### src/rtl/tracker_pkg.sv
// Shared types and constants for the tracker cell editor: command enums,
// FSM states, ASCII constants and the note code table.
package tracker_pkg;

    typedef enum logic [1:0] {
        ACT_NONE = 2'b00,
        ACT_INC  = 2'b01,
        ACT_DEC  = 2'b10,
        ACT_DEL  = 2'b11
    } action_e;

    typedef enum logic [1:0] {
        FLD_NOTE   = 2'b00,
        FLD_OCTAVE = 2'b01,
        FLD_INSTR  = 2'b10,
        FLD_VOLUME = 2'b11
    } field_e;

    typedef enum logic [2:0] {
        ST_IDLE,
        ST_RD,
        ST_MOD,
        ST_WR,
        ST_DONE
    } state_e;

    localparam logic [6:0] ASCII_DIGIT0 = 7'h30;
    localparam logic [6:0] ASCII_SHARP  = 7'h23;
    localparam logic [6:0] ASCII_NUL    = 7'h00;

    localparam int NUM_NOTES = 12;

    // Block = {letter, accidental}; index 0 is C, index 11 is B.
    localparam logic [0:NUM_NOTES-1][13:0] NOTE_TABLE = {
        {7'h43, ASCII_NUL}, {7'h43, ASCII_SHARP},
        {7'h44, ASCII_NUL}, {7'h44, ASCII_SHARP},
        {7'h45, ASCII_NUL},
        {7'h46, ASCII_NUL}, {7'h46, ASCII_SHARP},
        {7'h47, ASCII_NUL}, {7'h47, ASCII_SHARP},
        {7'h41, ASCII_NUL}, {7'h41, ASCII_SHARP},
        {7'h42, ASCII_NUL}
    };

    function automatic logic [13:0] digit_block(input int n);
        return {ASCII_NUL, 7'(int'(ASCII_DIGIT0) + n)};
    endfunction

    function automatic logic [13:0] volume_block(input int v);
        return {7'(int'(ASCII_DIGIT0) + v / 10), 7'(int'(ASCII_DIGIT0) + v % 10)};
    endfunction

endpackage

### src/rtl/tracker_field_alu.sv
// Combinational decode/modify/encode of one 14-bit character block;
// flags a note wrap (B->C on inc, C->B on dec) so the caller can carry.
module tracker_field_alu
    import tracker_pkg::*;
#(
    parameter int MAX_OCTAVE = 7,
    parameter int MAX_INSTR  = 3,
    parameter int MAX_VOLUME = 63
) (
    input  field_e      field,
    input  action_e     action,
    input  logic [13:0] block,
    output logic [13:0] new_block,
    output logic        note_wrap
);

    localparam int DIGIT0 = int'(ASCII_DIGIT0);

    logic       note_ok;
    logic [3:0] note_idx;
    logic [3:0] note_nxt;
    logic       num_ok;
    logic       vol_ok;
    int         hi;
    int         lo;
    int         max_digit;
    int         num_val;
    int         vol_val;

    // NOTE: every variable gets a default at the top of the block; a path that
    // leaves one unassigned would infer a latch.
    always_comb begin
        hi        = int'(block[13:7]);
        lo        = int'(block[6:0]);
        note_ok   = 1'b0;
        note_idx  = 4'd0;
        note_nxt  = 4'd0;
        note_wrap = 1'b0;
        new_block = block;

        for (int i = 0; i < NUM_NOTES; i++) begin
            if (block == NOTE_TABLE[4'(i)]) begin
                note_ok  = 1'b1;
                note_idx = 4'(i);
            end
        end

        max_digit = (field == FLD_OCTAVE) ? MAX_OCTAVE : MAX_INSTR;
        num_val   = lo - DIGIT0;
        num_ok    = (hi == int'(ASCII_NUL)) && (num_val >= 0) && (num_val <= max_digit);
        vol_val   = (hi - DIGIT0) * 10 + (lo - DIGIT0);
        vol_ok    = (hi >= DIGIT0) && (hi <= DIGIT0 + 9) && (lo >= DIGIT0) &&
                    (lo <= DIGIT0 + 9) && (vol_val <= MAX_VOLUME);

        // Undecodable blocks snap to the minimum on inc and the maximum on dec.
        case (action)
            ACT_INC: begin
                case (field)
                    FLD_NOTE: begin
                        note_wrap = note_ok && (note_idx == 4'(NUM_NOTES - 1));
                        note_nxt  = (note_ok && !note_wrap) ? note_idx + 4'd1 : 4'd0;
                        new_block = NOTE_TABLE[note_nxt];
                    end
                    FLD_VOLUME: new_block = volume_block((vol_ok && vol_val < MAX_VOLUME) ? vol_val + 1 : 0);
                    default:    new_block = digit_block((num_ok && num_val < max_digit) ? num_val + 1 : 0);
                endcase
            end
            ACT_DEC: begin
                case (field)
                    FLD_NOTE: begin
                        note_wrap = note_ok && (note_idx == 4'd0);
                        note_nxt  = (note_ok && !note_wrap) ? note_idx - 4'd1 : 4'(NUM_NOTES - 1);
                        new_block = NOTE_TABLE[note_nxt];
                    end
                    FLD_VOLUME: new_block = volume_block((vol_ok && vol_val > 0) ? vol_val - 1 : MAX_VOLUME);
                    default:    new_block = digit_block((num_ok && num_val > 0) ? num_val - 1 : max_digit);
                endcase
            end
            ACT_DEL: new_block = '0;
            default: new_block = block;
        endcase
    end

endmodule

### src/rtl/tracker_cell_editor.sv
// Read-modify-write editor for one tracker pattern cell field in VRAM.
// Optional macro TRACKER_EDIT_CARRY_EN: note wrap also steps the cell's octave word.
module tracker_cell_editor
    import tracker_pkg::*;
#(
    parameter int          NUM_CHANNELS = 4,
    parameter int          NUM_ROWS     = 32,
    parameter logic [31:0] VRAM_BASE    = 32'd0,
    parameter int          MAX_OCTAVE   = 7,
    parameter int          MAX_INSTR    = 3,
    parameter int          MAX_VOLUME   = 63
) (
    input  logic                            Clk,
    input  logic                            Reset,
    input  logic                            cmd_valid,
    output logic                            cmd_ready,
    input  logic [1:0]                      cmd_action,
    input  logic [1:0]                      cmd_field,
    input  logic [$clog2(NUM_CHANNELS)-1:0] cmd_channel,
    input  logic [$clog2(NUM_ROWS)-1:0]     cmd_row,
    output logic [31:0]                     vram_addr,
    output logic                            vram_re,
    input  logic [31:0]                     vram_rdata,
    output logic                            vram_we,
    output logic [31:0]                     vram_wdata,
    output logic                            done
);

`ifdef TRACKER_EDIT_CARRY_EN
    localparam bit CARRY_EN = 1'b1;
`else
    localparam bit CARRY_EN = 1'b0;
`endif

    state_e      state_q, state_d;
    field_e      field_q;
    action_e     action_q;
    logic [31:0] addr_q;
    logic [31:0] wdata_q;
    logic        carry_q;
    logic [31:0] cell_addr;
    logic [13:0] alu_block;
    logic        alu_wrap;

    assign cell_addr = VRAM_BASE
                     + ((32'(cmd_row) * 32'(NUM_CHANNELS) + 32'(cmd_channel)) << 2)
                     + 32'(cmd_field);

    tracker_field_alu #(
        .MAX_OCTAVE (MAX_OCTAVE),
        .MAX_INSTR  (MAX_INSTR),
        .MAX_VOLUME (MAX_VOLUME)
    ) u_alu (
        .field     (field_q),
        .action    (action_q),
        .block     ({vram_rdata[30:24], vram_rdata[14:8]}),
        .new_block (alu_block),
        .note_wrap (alu_wrap)
    );

    always_comb begin
        state_d   = state_q;
        cmd_ready = 1'b0;
        vram_re   = 1'b0;
        vram_we   = 1'b0;
        done      = 1'b0;
        case (state_q)
            ST_IDLE: begin
                cmd_ready = 1'b1;
                if (cmd_valid)
                    state_d = (action_e'(cmd_action) == ACT_NONE) ? ST_DONE : ST_RD;
            end
            ST_RD: begin
                vram_re = 1'b1;
                state_d = ST_MOD;
            end
            ST_MOD:  state_d = ST_WR;
            ST_WR: begin
                vram_we = 1'b1;
                state_d = carry_q ? ST_RD : ST_DONE;
            end
            ST_DONE: begin
                done    = 1'b1;
                state_d = ST_IDLE;
            end
            default: state_d = ST_IDLE;
        endcase
    end

    // NOTE: registers update with non-blocking assignments so every flop samples
    // the pre-edge value of its neighbours, matching the hardware.
    always_ff @(posedge Clk) begin
        if (Reset) begin
            state_q  <= ST_IDLE;
            field_q  <= FLD_NOTE;
            action_q <= ACT_NONE;
            addr_q   <= '0;
            wdata_q  <= '0;
            carry_q  <= 1'b0;
        end else begin
            state_q <= state_d;
            case (state_q)
                ST_IDLE: begin
                    if (cmd_valid) begin
                        field_q  <= field_e'(cmd_field);
                        action_q <= action_e'(cmd_action);
                        addr_q   <= cell_addr;
                        carry_q  <= 1'b0;
                    end
                end
                ST_MOD: begin
                    // Only the two character lanes change; attribute bits pass through.
                    wdata_q <= {vram_rdata[31], alu_block[13:7], vram_rdata[23:15],
                                alu_block[6:0], vram_rdata[7:0]};
                    carry_q <= CARRY_EN && alu_wrap;
                end
                ST_WR: begin
                    if (carry_q) begin
                        addr_q  <= addr_q + 32'd1;
                        field_q <= FLD_OCTAVE;
                        carry_q <= 1'b0;
                    end
                end
                default: ;
            endcase
        end
    end

    assign vram_addr  = addr_q;
    assign vram_wdata = wdata_q;

endmodule
### config.mk
export PLATFORM = sky130hd
export DESIGN_NAME = tracker_cell_editor
export DESIGN_NICKNAME = d
export VERILOG_FILES = /design/src/rtl/tracker_pkg.sv /design/src/rtl/tracker_field_alu.sv /design/src/rtl/tracker_cell_editor.sv
export SDC_FILE = /design/constraint.sdc
export NUM_CORES = 1
export LEC_CHECK = 0
export CAP_MARGIN = 20
export CORE_ASPECT_RATIO = 2
export CORE_UTILIZATION = 30
export DETAILED_ROUTE_END_ITERATION = 8
export HOLD_SLACK_MARGIN = 0.06
export PLACE_DENSITY = 0.55
export SYNTH_ARGS = -nofsm -noshare
export SYNTH_HDL_FRONTEND = slang
export SYNTH_HIERARCHICAL = 1
export SYNTH_SLANG_ARGS = --single-unit
### constraint.sdc
create_clock -name Clk -period 18 [get_ports Clk]
set_clock_uncertainty 0.15 [all_clocks]
set_input_delay 3.6 -clock Clk [delete_from_list [all_inputs] [get_ports Clk]]
set_output_delay 3.6 -clock Clk [all_outputs]
set_load 0.02 [all_outputs]
==> results.sh, run 1 <==
export IMPL_vdd_ir_drop_max_mv=0.0839
export IMPL_path_max_fanout=11
export IMPL_post_route_min_period_ps=15670
export IMPL_max_slew_margin_pct=27.5
export IMPL_post_cts_hold_buffer_count=0
export IMPL_cts_resized=0
export IMPL_numPlacedInstances=1294
export IMPL_timing_final_setup_violations=0
export IMPL_max_clock_freq_mhz=63.8
export IMPL_outcome="finished with violations"
export IMPL_path_clk_slew_ps=60
export IMPL_die_w_um=112
export IMPL_pwr_density_cell_nw_per_um2=89.4
export IMPL_htreeDepth=3
export IMPL_grt_antenna_before_repair=0
export IMPL_min_path_type="flip-flop to flip-flop"
export IMPL_cts_max_path_buffers=2
export IMPL_first_global_vias=7034
export IMPL_clkSinkCount=71
export IMPL_coreArea_um2=23400
export IMPL_worst_path_max_delay_cell="o31ai_2"
export IMPL_worst_ep_arrival_time_ps=15800
export IMPL_gr_usage_all_layers_pct=18.6
export IMPL_multi_input_area_um2=5390
export IMPL_maxSlewViolCount=0
export IMPL_n_antenna_cell=0
export IMPL_clock_insertion_delay_worst_skew_ps=350
export IMPL_placement_io_buffers=113
export IMPL_num_rows=79
export IMPL_cts_root_buf="clkbuf_16"
export IMPL_holdWs_ps=305
export IMPL_route_detailed_drc=2
export IMPL_place_gp_congestion=0.925
export IMPL_initial_core_util_pct=30.7
export IMPL_detail_route_vias_per_cell=5.48
export IMPL_largest_net_degree_at_the_start_of_global_routing=48
export IMPL_fin_setup_tns_ps=0
export IMPL_finalWirelength_mm=22.9
export IMPL_seq_area_um2=1420
export IMPL_critPathCaptureType="flip-flop"
export IMPL_grt_overflow_total=0
export IMPL_cts_buffers=9
export IMPL_syn_area_per_cell_um2=7.69
export IMPL_dp_final_hpwl_mm=18.5
export IMPL_area_of_the_die_um2=24700
export IMPL_cpMostUsedCell="ha_1"
export IMPL_fillerInstances=2413
export IMPL_period_share_pct=87.0
export IMPL_post_cts_setup_buffers=0
export IMPL_delay_of_the_slowest_critical_path_stage_ps=740
export IMPL_routed_wire_length_per_instance_um=17.5
export IMPL_max_slew_worst_pin_slew_ps=1090
export IMPL_criticalPathCategory="primary input to flip-flop"
export IMPL_num_io_pins=114
export IMPL_timing_max_cap_violations=0
export IMPL_die_h_um=221
export IMPL_post_synth_instance_area_um2=7200
export IMPL_syn2layout_area_growth_pct=21.9
export IMPL_warning_count_from_the_yosys_run=6
export IMPL_cts_tree="built"
export IMPL_firstDrtPassIters=7
export IMPL_vias=7186
export IMPL_worstPathRequired_ps=18130
export IMPL_final_hold_viol_count=0
export IMPL_critPathLaunchType="primary input"
export IMPL_setup_repair_after_global_routing_missed_its_margin="no"
export IMPL_post_route_cells_drive_above_1_share_pct=7.39
export IMPL_final_cells=1311
export IMPL_nets=1123
export IMPL_grt_first_pass_wirelength_mm=36.3
export IMPL_synth_cells=936
export IMPL_detailedRoute_firstIterationViolations=381
export IMPL_postRouteAntennaNets=0
export IMPL_violations="design-rule violations"
export IMPL_leakagePower_nw=3.20
-- cell type report --
class	count	share of cell area, %
repair buffers	121	13.5
multi-input cells	783	61.4
inverters	37	1.58
clock inverters	7	0.699
flip-flops and latches	71	16.2
well taps	283	4.03
clock buffers	9	2.57
-- report_power, final --
part	internal, mW	switching [mW]	total, mW	leakage (nW)
clock	0.0961	0.0777	0.174	0.135
combinational	0.176	0.268	0.444	2.49
sequential	0.162	0.00404	0.166	0.575
total	0.435	0.350	0.785	3.20
-- per-stage QoR --
| step | power [mW] | worst slack [ps] | cell area [um^2] | util, % |
|---|---|---|---|---|
| 2_1_floorplan | 0.503 | 4540 | 7200 | - |
| 3_3_place_gp | 0.609 | 2270 | 8480 | 36.2 |
| 3_5_place_dp | 0.610 | 2030 | 8480 | 36.2 |
| 4_1_cts | 0.789 | 2380 | 8770 | 37.4 |
| 5_1_grt | 0.838 | 1300 | 8780 | 37.5 |
| 6_report | 0.785 | 2330 | 8780 | 37.5 |
-- layout by cell type (no fill, tap or decap), types with 13 or more instances in the layout --
cell type,count
nand3_1,25
ha_1,52
and2_1,39
nand2_1,98
o211ai_1,13
clkdlybuf4s50_1,112
nor3_1,22
o21ai_0,37
a31oi_1,13
inv_1,37
nand4_1,16
dfxtp_1,71
mux2i_1,40
nor2_1,104
a21oi_1,54
xnor2_1,47
-- critical path, delay by kind of cell --
kind | cells | cell delay, ps
AOI/OAI and AO/OA | 18 | 4860
xor gates and xnor gates | 2 | 380
adders and majority gates | 7 | 2030
buffers and inverters | 4 | 790
muxes | 1 | 100
and+or+nand+nor | 16 | 4010
-- registers in the layout, indices dropped and copies added (netlist names) --
signal      flops
state_q         3
vram_addr      32
action_q        2
vram_wdata     32
field_q         2
-- routing by layer --
metal  routed length, um  share of wire [%]  GRT usage, %  up-vias
met5                   0                  0             0        -
met4                 915                4.0          9.33        0
met3                 802                3.5          2.55       58
met2               13100                 57          38.2      193
met1                8130                 35          17.2     3370
li1                    -                  -             -     3565
-- path summary, 6_finish.rpt --
| kind | from | end | slack, ps | depth (start not counted) |
|---|---|---|---|---|
| worst max-delay path | vram_rdata[28] | vram_wdata[14] | 2330 | 48 |
| worst min register to register | vram_addr[5] | vram_addr[5] | 300 | 2 |
| worst min-delay path | vram_addr[5] | vram_addr[5] | 300 | 2 |
| worst max register to register | field_q[1] | vram_wdata[10] | 14790 | 17 |
No activity file was read; power rests on OpenSTA's default activity.
==> run 2: changes to the inputs <==
PLACE_DENSITY = 0.56   (was 0.55)
clock period = 14.1 ns   (was 18 ns; I/O delays follow)
==> results.sh, run 2 (synthesized netlist as in run 1, its figures left out) <==
export IMPL_path_max_fanout=8
export IMPL_final_hold_viol_count=0
export IMPL_cpMostUsedCell="ha_1"
export IMPL_largest_net_degree_at_the_start_of_global_routing=48
export IMPL_vias=7260
export IMPL_max_clock_freq_mhz=75.2
export IMPL_combPwrFrac_pct=56.9
export IMPL_critPathLaunchType="primary input"
export IMPL_post_route_min_period_ps=13300
export IMPL_clkSinkCount=71
export IMPL_timing_final_ws_setup_ps=797
export IMPL_reg2reg_setup_slack_ps=10900
export IMPL_seq_area_um2=1420
export IMPL_placement_io_buffers=113
export IMPL_htreeDepth=3
export IMPL_final_cells=1340
export IMPL_route_detailed_drc=0
export IMPL_cts_root_buf="clkbuf_16"
export IMPL_coreArea_um2=23400
export IMPL_cts_max_path_buffers=2
export IMPL_gr_usage_all_layers_pct=18.8
export IMPL_critical_path_endpoint="vram_wdata[30]"
export IMPL_place_gp_congestion=0.868
export IMPL_r2r_start="field_q[0]"
export IMPL_initial_core_util_pct=30.7
export IMPL_postRouteAntennaNets=0
export IMPL_nets=1152
export IMPL_p_sw_mw=0.447
export IMPL_path_clk_slew_ps=60
export IMPL_die_w_um=112
export IMPL_worst_path_max_delay_cell="or4b_4"
export IMPL_final_util_pct=38.8
export IMPL_reg2reg_to="vram_wdata[10]"
export IMPL_fillerInstances=2356
export IMPL_max_slew_margin_pct=29.4
export IMPL_critPathTopFamily="compound AO/OA/AOI/OAI gates"
export IMPL_grt_overflow_total=0
export IMPL_finalWirelength_mm=23.2
export IMPL_worstPathRequired_ps=14140
export IMPL_critPathCaptureType="flip-flop"
export IMPL_pwr_density_cell_nw_per_um2=117
export IMPL_min_path_type="flip-flop to flip-flop"
export IMPL_numPlacedInstances=1320
export IMPL_cts_buffers=9
export IMPL_dp_final_hpwl_mm=18.8
export IMPL_syn2layout_area_growth_pct=26.3
export IMPL_layout_commonest_cell="clkdlybuf4s50_1"
export IMPL_multi_input_area_um2=5450
export IMPL_setup_repair_after_global_routing_missed_its_margin="no"
export IMPL_firstDrtPassIters=5
export IMPL_timing_final_setup_violations=0
export IMPL_max_slew_worst_pin_slew_ps=1060
export IMPL_grt_first_pass_wirelength_mm=36.9
export IMPL_fin_setup_tns_ps=0
export IMPL_n_antenna_cell=0
export IMPL_post_route_cells_drive_above_1_share_pct=10.5
export IMPL_detailedRoute_firstIterationViolations=351
export IMPL_routed_wire_length_per_instance_um=17.3
export IMPL_outcome="finished clean"
export IMPL_worst_ep_arrival_time_ps=13340
export IMPL_mostFrequentLayoutCells="clkdlybuf4s50_1 (112), nor2_1 (104), nand2_1 (98)"
export IMPL_internal_power_mw=0.618
export IMPL_vdd_ir_drop_max_mv=0.111
export IMPL_cts_tree="built"
export IMPL_grt_antenna_before_repair=0
export IMPL_timing_max_cap_violations=0
export IMPL_cp_num_cells=50
export IMPL_place_worst_setup_slack_ps=364
export IMPL_detail_route_vias_per_cell=5.42
export IMPL_leakagePower_nw=3.36
export IMPL_num_io_pins=114
export IMPL_power_clock_fraction_pct=23.1
export IMPL_die_h_um=221
export IMPL_post_cts_hold_buffer_count=0
export IMPL_delay_of_the_slowest_critical_path_stage_ps=580
export IMPL_maxSlewViolCount=0
export IMPL_criticalPathCategory="primary input to flip-flop"
export IMPL_area_of_the_die_um2=24700
export IMPL_r2r_cells=16
export IMPL_period_share_pct=94.3
export IMPL_clock_insertion_delay_worst_skew_ps=340
export IMPL_first_global_vias=7226
export IMPL_p_seq_share_pct=19.9
export IMPL_num_rows=79
export IMPL_worst_path_buf_inv=6
export IMPL_worst_setup_startpoint="vram_rdata[28]"
export IMPL_p_sw_share_pct=41.9
[run 2: cell count changes in the layout (fill, tap and decap cells not counted), moves of 2 or more]
| cell | change |
|---|---|
| buf_4 | +28 |
| clkinv_4 | +2 |
| bufinv_16 | +2 |
| inv_6 | -3 |
[run 2: power by group through the flow]
| stage | clock network [mW] | logic [mW] | registers (mW) |
|---|---|---|---|
| floorplan | 0 | 0.421 | 0.221 |
| global placement | 0 | 0.590 | 0.217 |
| detailed placement | 0 | 0.593 | 0.217 |
| CTS | 0.254 | 0.596 | 0.212 |
| global route | 0.261 | 0.662 | 0.213 |
| finish | 0.246 | 0.606 | 0.212 |
[run 2: per-layer routing]
metal | global-route usage [%] | wire length, um | vias up
met5 | 0 | 0 | -
met4 | 8.06 | 692 | 0
met3 | 2.47 | 710 | 38
met2 | 39.7 | 13600 | 151
met1 | 17.1 | 8260 | 3451
li1 | - | - | 3620
[run 2: layout make-up]
| cell class | count | area share, % |
|---|---|---|
| inverter | 37 | 1.53 |
| clock inverter | 6 | 1.03 |
| sequential | 71 | 15.6 |
| clock buffer | 10 | 2.52 |
| timing repair buffer | 150 | 15.4 |
| multi-input combinational | 783 | 60.0 |
| tap | 283 | 3.89 |
[run 2: how the worst min path moves through the flow]
stage / startpoint / to / depth (start not counted)
6_report: vram_addr[6] / vram_addr[6] / 2
2_1_floorplan: action_q[1] / action_q[1] / 2
3_5_place_dp: vram_addr[26] / vram_addr[26] / 1
3_3_place_gp: vram_addr[10] / vram_addr[10] / 1
5_1_grt: vram_addr[13] / vram_addr[13] / 1
4_1_cts: vram_addr[7] / vram_addr[7] / 2
[run 2: stage by stage]
stage	instance area, um^2	hold WS (ps)	power, mW
finish	9090	307	1.06
global route	9090	321	1.14
CTS	9000	308	1.06
detailed placement	8680	293	0.809
global placement	8680	291	0.807
floorplan	7200	303	0.642
[run 2: timing repair]
item,4_1_cts,5_1_grt
endpoints found under the setup margin,0,3
gates resized for setup,0,12
buffers inserted,0,3
[run 2: worst reg2reg max path: stages (launching register included)]
cell	delay (ps)
dfxtp_1	380
ha_1	200
inv_1	50
ha_1	260
nand2_1	70
a21o_1	190
or3_1	330
nor2_1	400
nand3_1	150
o211ai_1	120
nand2_1	70
nand2_1	60
o21ai_0	90
a211oi_1	180
a21oi_1	90
mux2i_1	180
nor2_1	60
